## config.mk

```make
export PLATFORM = sky130hd
export DESIGN_NAME = prefix_sum_stage_flat
export DESIGN_NICKNAME = d
export VERILOG_FILES = /design/src/rtl/prefix_sum_stage_if.sv /design/src/rtl/prefix_sum_stage.sv /design/src/flat_wrapper.sv
export SDC_FILE = /design/constraint.sdc
export NUM_CORES = 1
export LEC_CHECK = 0
export ABC_CLOCK_PERIOD_IN_PS = 3750
export CORE_UTILIZATION = 35
export CTS_BUF_LIST = sky130_fd_sc_hd__clkbuf_4 sky130_fd_sc_hd__clkbuf_8 sky130_fd_sc_hd__clkbuf_16
export CTS_CLUSTER_SIZE = 40
export DETAILED_ROUTE_END_ITERATION = 6
export PLACE_DENSITY_LB_ADDON = 0.15
export SLEW_MARGIN = 20
export SYNTH_ARGS = -nofsm -noshare
export SYNTH_HDL_FRONTEND = slang
export SYNTH_SLANG_ARGS = --single-unit
```

## constraint.sdc

```tcl
create_clock -name clk -period 3.75 [get_ports clk]
set_input_delay 0.5625 -clock clk [delete_from_list [all_inputs] [get_ports clk]]
set_output_delay 0.5625 -clock clk [all_outputs]
set_load 0.01 [all_outputs]
```

## src/rtl/prefix_sum_stage_if.sv

```systemverilog
// Handshake bundle for prefix_sum_stage: input (t, c) pairs and result output.
// Macro PREFIX_SUM_OVERFLOW_EN adds the out_ovf result field.
interface prefix_sum_stage_if #(
  parameter int unsigned N     = 32,
  parameter int unsigned DEPTH = 2
);
  logic                     in_valid;
  logic                     in_ready;
  logic [N:1]               in_t;
  logic [N:0]               in_c;
  logic                     out_valid;
  logic                     out_ready;
  logic [N-1:0]             out_sum;
  logic                     out_cout;
  logic                     out_zero;
  logic [$clog2(DEPTH):0]   count;
`ifdef PREFIX_SUM_OVERFLOW_EN
  logic                     out_ovf;
`endif

  modport master (
    output in_valid, in_t, in_c, out_ready,
`ifdef PREFIX_SUM_OVERFLOW_EN
    input  out_ovf,
`endif
    input  in_ready, out_valid, out_sum, out_cout, out_zero, count
  );

  modport slave (
    input  in_valid, in_t, in_c, out_ready,
`ifdef PREFIX_SUM_OVERFLOW_EN
    output out_ovf,
`endif
    output in_ready, out_valid, out_sum, out_cout, out_zero, count
  );
endinterface

```

## src/rtl/prefix_sum_stage.sv

```systemverilog
// Final sum/carry-out/zero stage of the prefix adder, buffered in a DEPTH-entry result FIFO.
// Macro PREFIX_SUM_OVERFLOW_EN stores and presents a signed-overflow flag per entry.
module prefix_sum_stage #(
  parameter int unsigned N     = 32,
  parameter int unsigned DEPTH = 2
) (
  input logic                clk,
  input logic                rst_n,
  prefix_sum_stage_if.slave  bus
);
  localparam int unsigned PtrW = $clog2(DEPTH);
  localparam int unsigned CntW = PtrW + 1;
  localparam logic [CntW-1:0] Full = CntW'(DEPTH);

  logic [PtrW-1:0] wr_ptr_q, wr_ptr_d;
  logic [PtrW-1:0] rd_ptr_q, rd_ptr_d;
  logic [CntW-1:0] count_q, count_d;

  logic [N-1:0] sum_mem  [DEPTH];
  logic         cout_mem [DEPTH];
  logic         zero_mem [DEPTH];

  logic [N-1:0] sum_in;
  logic         push, pop;
  logic         in_ready, out_valid;

  // Carry into bit k combines with the half-sum of bit k (stored one index up in in_t).
  assign sum_in    = bus.in_t ^ bus.in_c[N-1:0];
  assign in_ready  = (count_q != Full);
  assign out_valid = (count_q != '0);
  assign push      = bus.in_valid & in_ready;
  assign pop       = out_valid & bus.out_ready;

  always_comb begin
    wr_ptr_d = wr_ptr_q;
    rd_ptr_d = rd_ptr_q;
    count_d  = count_q;
    if (push) wr_ptr_d = wr_ptr_q + 1'b1;
    if (pop)  rd_ptr_d = rd_ptr_q + 1'b1;
    if (push && !pop)      count_d = count_q + 1'b1;
    else if (pop && !push) count_d = count_q - 1'b1;
  end

  always_ff @(posedge clk) begin
    if (!rst_n) begin
      wr_ptr_q <= '0;
      rd_ptr_q <= '0;
      count_q  <= '0;
    end else begin
      wr_ptr_q <= wr_ptr_d;
      rd_ptr_q <= rd_ptr_d;
      count_q  <= count_d;
    end
  end

  // Storage is left uncleared on reset; out_valid gates every read.
  always_ff @(posedge clk) begin
    if (push) begin
      sum_mem[wr_ptr_q]  <= sum_in;
      cout_mem[wr_ptr_q] <= bus.in_c[N];
      zero_mem[wr_ptr_q] <= ~|sum_in;
    end
  end

`ifdef PREFIX_SUM_OVERFLOW_EN
  logic ovf_mem [DEPTH];

  always_ff @(posedge clk) begin
    if (push) ovf_mem[wr_ptr_q] <= bus.in_c[N] ^ bus.in_c[N-1];
  end

  assign bus.out_ovf = out_valid & ovf_mem[rd_ptr_q];
`endif

  assign bus.in_ready  = in_ready;
  assign bus.out_valid = out_valid;
  assign bus.count     = count_q;
  assign bus.out_sum   = out_valid ? sum_mem[rd_ptr_q] : '0;
  assign bus.out_cout  = out_valid & cout_mem[rd_ptr_q];
  assign bus.out_zero  = out_valid & zero_mem[rd_ptr_q];
endmodule
```

## src/flat_wrapper.sv

```systemverilog
// flat-port wrapper written by rule: the top's interface ports become plain ports
module prefix_sum_stage_flat 
#(
  parameter int unsigned N     = 32,
  parameter int unsigned DEPTH = 2
)
  (clk, rst_n, bus_in_valid, bus_in_t, bus_in_c, bus_out_ready, bus_in_ready, bus_out_valid, bus_out_sum, bus_out_cout, bus_out_zero, bus_count);
  prefix_sum_stage_if #(.N(N), .DEPTH(DEPTH)) bus_i ();
  input logic clk;
  input logic rst_n;
  input wire logic [$bits(bus_i.in_valid)-1:0] bus_in_valid;
  input wire logic [$bits(bus_i.in_t)-1:0] bus_in_t;
  input wire logic [$bits(bus_i.in_c)-1:0] bus_in_c;
  input wire logic [$bits(bus_i.out_ready)-1:0] bus_out_ready;
  output wire logic [$bits(bus_i.in_ready)-1:0] bus_in_ready;
  output wire logic [$bits(bus_i.out_valid)-1:0] bus_out_valid;
  output wire logic [$bits(bus_i.out_sum)-1:0] bus_out_sum;
  output wire logic [$bits(bus_i.out_cout)-1:0] bus_out_cout;
  output wire logic [$bits(bus_i.out_zero)-1:0] bus_out_zero;
  output wire logic [$bits(bus_i.count)-1:0] bus_count;
  assign bus_i.in_valid = bus_in_valid;
  assign bus_i.in_t = bus_in_t;
  assign bus_i.in_c = bus_in_c;
  assign bus_i.out_ready = bus_out_ready;
  assign bus_in_ready = bus_i.in_ready;
  assign bus_out_valid = bus_i.out_valid;
  assign bus_out_sum = bus_i.out_sum;
  assign bus_out_cout = bus_i.out_cout;
  assign bus_out_zero = bus_i.out_zero;
  assign bus_count = bus_i.count;
  prefix_sum_stage #(.N(N), .DEPTH(DEPTH)) u_core (.clk(clk), .rst_n(rst_n), .bus(bus_i));
endmodule
```

==> flow_summary.toml <==
[critical_path]
cp-end-kind = "output pin"
crit_type = "reg2out"
arrival_ns = 2.18
cp_max_fo = 25
path_cells = "buf_4, mux2i_1, nor2_1, clkdlybuf4s50_1"
worstSetupStartpointType = "register"
max_stage_delay_ns = 0.51
cp_slowest_cell = "clkdlybuf4s50_1"
required_ns = 3.19

[drt]
drtAntennaViolNets = 0
drtIter0Drc = 66
dr.pass1.iters = 4
drc_errors = 0
vias = 1968
wire_per_inst_um = 14.41
wirelength_mm = 6.268
via_per_inst = 4.524

[grt]
overflow = 0
grt_max_degree = 36
antenna_found_initial = 0
grt_pass1_wl_mm = 9.611
grt_pass1_vias = 1964
grtUsageTotal = 0.1422

[pwr]
clockPowerShare = 0.211
p_int_uw = 1936
p_leak_uw = 0.001542
power_uw = 2802
power_density_mw_per_mm2 = 623.2
pwr-share-comb = 0.386
p_sw_frac = 0.3091
seqPwrFrac = 0.403
ir_drop_mv = 0.2151
power_switching_uw = 866.3

[synth]
netlist_area_mm2 = 0.003132
synth_seq_cells = 73
ys_warn_count = 0
postSynthAreaPerCell_um2 = 14.84
syn-num-nets = 281
syn_inst = 211
ys_types = 23
seq_area_frac_synth = 0.6840

[hold_path]
min_path_type = "reg2reg"

[die]
rows = 34
start_util = 0.3609
die_w_um = 96.60
ios = 107
dieArea_mm2 = 0.009331
die_h_um = 96.60
coreArea_mm2 = 0.008678

[sta]
fin_ws_ns = 1.011
finalMaxSlewViolations = 0
fin_crit_sh = 0.7304
skew_ns = 0.005984
report.final.setup_viol = 0
relSlewSlack = 0.3514
worst_pin_slew_ns = 0.9707
hold_viol_final = 0
min_period_ns = 2.739
rsz0062_at_grt = "false"
timing.setup.tns_ns = 0
max_freq_mhz = 365.1

[finish]
nets = 392
fill_cells = 794
drive_gt1_frac = 0.06728
diodes = 0
post-route-cell-area_mm2 = 0.004497
fin_cells = 435
areaGrowthSynthToFinish_pct = 43.59

[cts]
cts_max_level = 3
cts_tree = "done"
cts.clk_slew.worst_paths_ns = 0.08
postCtsResizedCells = 0
clock_sinks = 73
cts_hold_buffers = 0
cts.root.buffer_cell = "clkbuf_8"
clock_latency_ns = 0.34
cts_buffers = 9
cts_buffer_depth = 2
post_cts_buffers = 0

[status]
run_status = "completed"

[placed_design]
globalplace.congestion = 0.7226
postPlaceCellArea_mm2 = 0.004307
dp_hpwl_mm = 4.256
portBuffers = 106
dp_slack_ns = 1.323
dp.cells = 419

[run]
cap_viol_max_count = 0
## flip-flops by register name, indices dropped and copies added (netlist names), named ones only
register	count
u_core.bus.count	2
u_core.cout_mem	2
u_core.rd_ptr_q	1
u_core.sum_mem	64
u_core.wr_ptr_q	1
u_core.zero_mem	2
## power by group through the flow
stage	combinational, uW	sequential, uW	clock [uW]
after floorplan	566	1130	0
after global placement	1100	1150	0
after detailed placement	1100	1150	0
after CTS	1110	1130	602
after global routing	1190	1150	633
final	1080	1130	592
## cells in the final DEF, fill, tap and decap left out, types with 2 or more instances in the layout
master and n:
clkdlybuf4s50_1 106, nand4_1 2, clkinvlp_4 2, xnor2_1 3, nor2_4 2, edfxtp_1 68
clkbuf_8 9, mux2i_1 34, xor2_1 33, and2_1 4, clkinv_2 2, nor4_1 8
dfxtp_1 4, nor2_1 35
## layout make-up
class / instances / area [um2] / area share
clock buffer: 10 / 131.4 / 0.02922
clock inverter: 6 / 58.81 / 0.01308
inverter: 2 / 7.507 / 0.001669
multi-input combinational: 129 / 952.2 / 0.2117
sequential: 73 / 2143 / 0.4766
tap: 108 / 135.1 / 0.03005
timing repair buffer: 107 / 1069 / 0.2376
## cells by family after synthesis
logic type / synth area share
fa+ha+maj: 0.003995
simple gates: 0.08390
buf+inv: 0.01478
mux: 0.1087
compound gates: 0.003995
xor+xnor: 0.1007
flops: 0.6840
## metrics by stage
step | hold slack (ns) | util
2_1_floorplan | 0.5521 | -
3_3_place_gp | 0.5420 | 0.4963
3_5_place_dp | 0.5519 | 0.4963
4_1_cts | 0.5646 | 0.5182
5_1_grt | 0.6072 | 0.5182
6_report | 0.5594 | 0.5182
## worst max-delay path: cells and delay by family, from the launching register on
kind | cells | cell delay, ns
buffers and inverters | 2 | 0.99
flip-flops | 1 | 0.50
multiplexers | 1 | 0.28
AND/OR/NAND/NOR | 1 | 0.06
## synthesized netlist by cell type, drive strengths merged
master	instances	area share
nand2	2	0.0032
o21ai	1	0.0016
ha	1	0.0040
clkbuf	3	0.0036
and3	1	0.0020
xnor2	3	0.0084
and2	4	0.0080
inv	2	0.0024
edfxtp	68	0.65
mux2i	34	0.11
nor2	37	0.047
dfxtp	5	0.032
buf	4	0.0088
nand4	2	0.0040
nand2b	1	0.0020
nor4	8	0.016
xor2	33	0.092
a21boi	1	0.0024
or3	1	0.0020
## layer usage
metal / GRT usage / vias to the layer above / routed length, um
li1: - / 979 / -
met1: 0.1782 / 906 / 2740
met2: 0.2312 / 73 / 2994
met3: 0.03521 / 10 / 422
met4: 0.06618 / 0 / 110
met5: 0 / - / 0
## path summary, 6_finish.rpt
kind | from | endpoint | cells past startpoint | slack [ns]
setup reg to reg | u_core.bus.count[0]$_SDFFE_PN0P_ | u_core.bus.count[1]$_SDFFE_PN0P_ | 6 | 1.64
setup / recovery | register | bus_out_sum[22] | 4 | 1.01
hold / removal | u_core.bus.count[1]$_SDFFE_PN0P_ | u_core.bus.count[1]$_SDFFE_PN0P_ | 2 | 0.56
hold reg to reg | u_core.bus.count[1]$_SDFFE_PN0P_ | u_core.bus.count[1]$_SDFFE_PN0P_ | 2 | 0.56
Note: power is estimated with default switching activity, not from simulation.
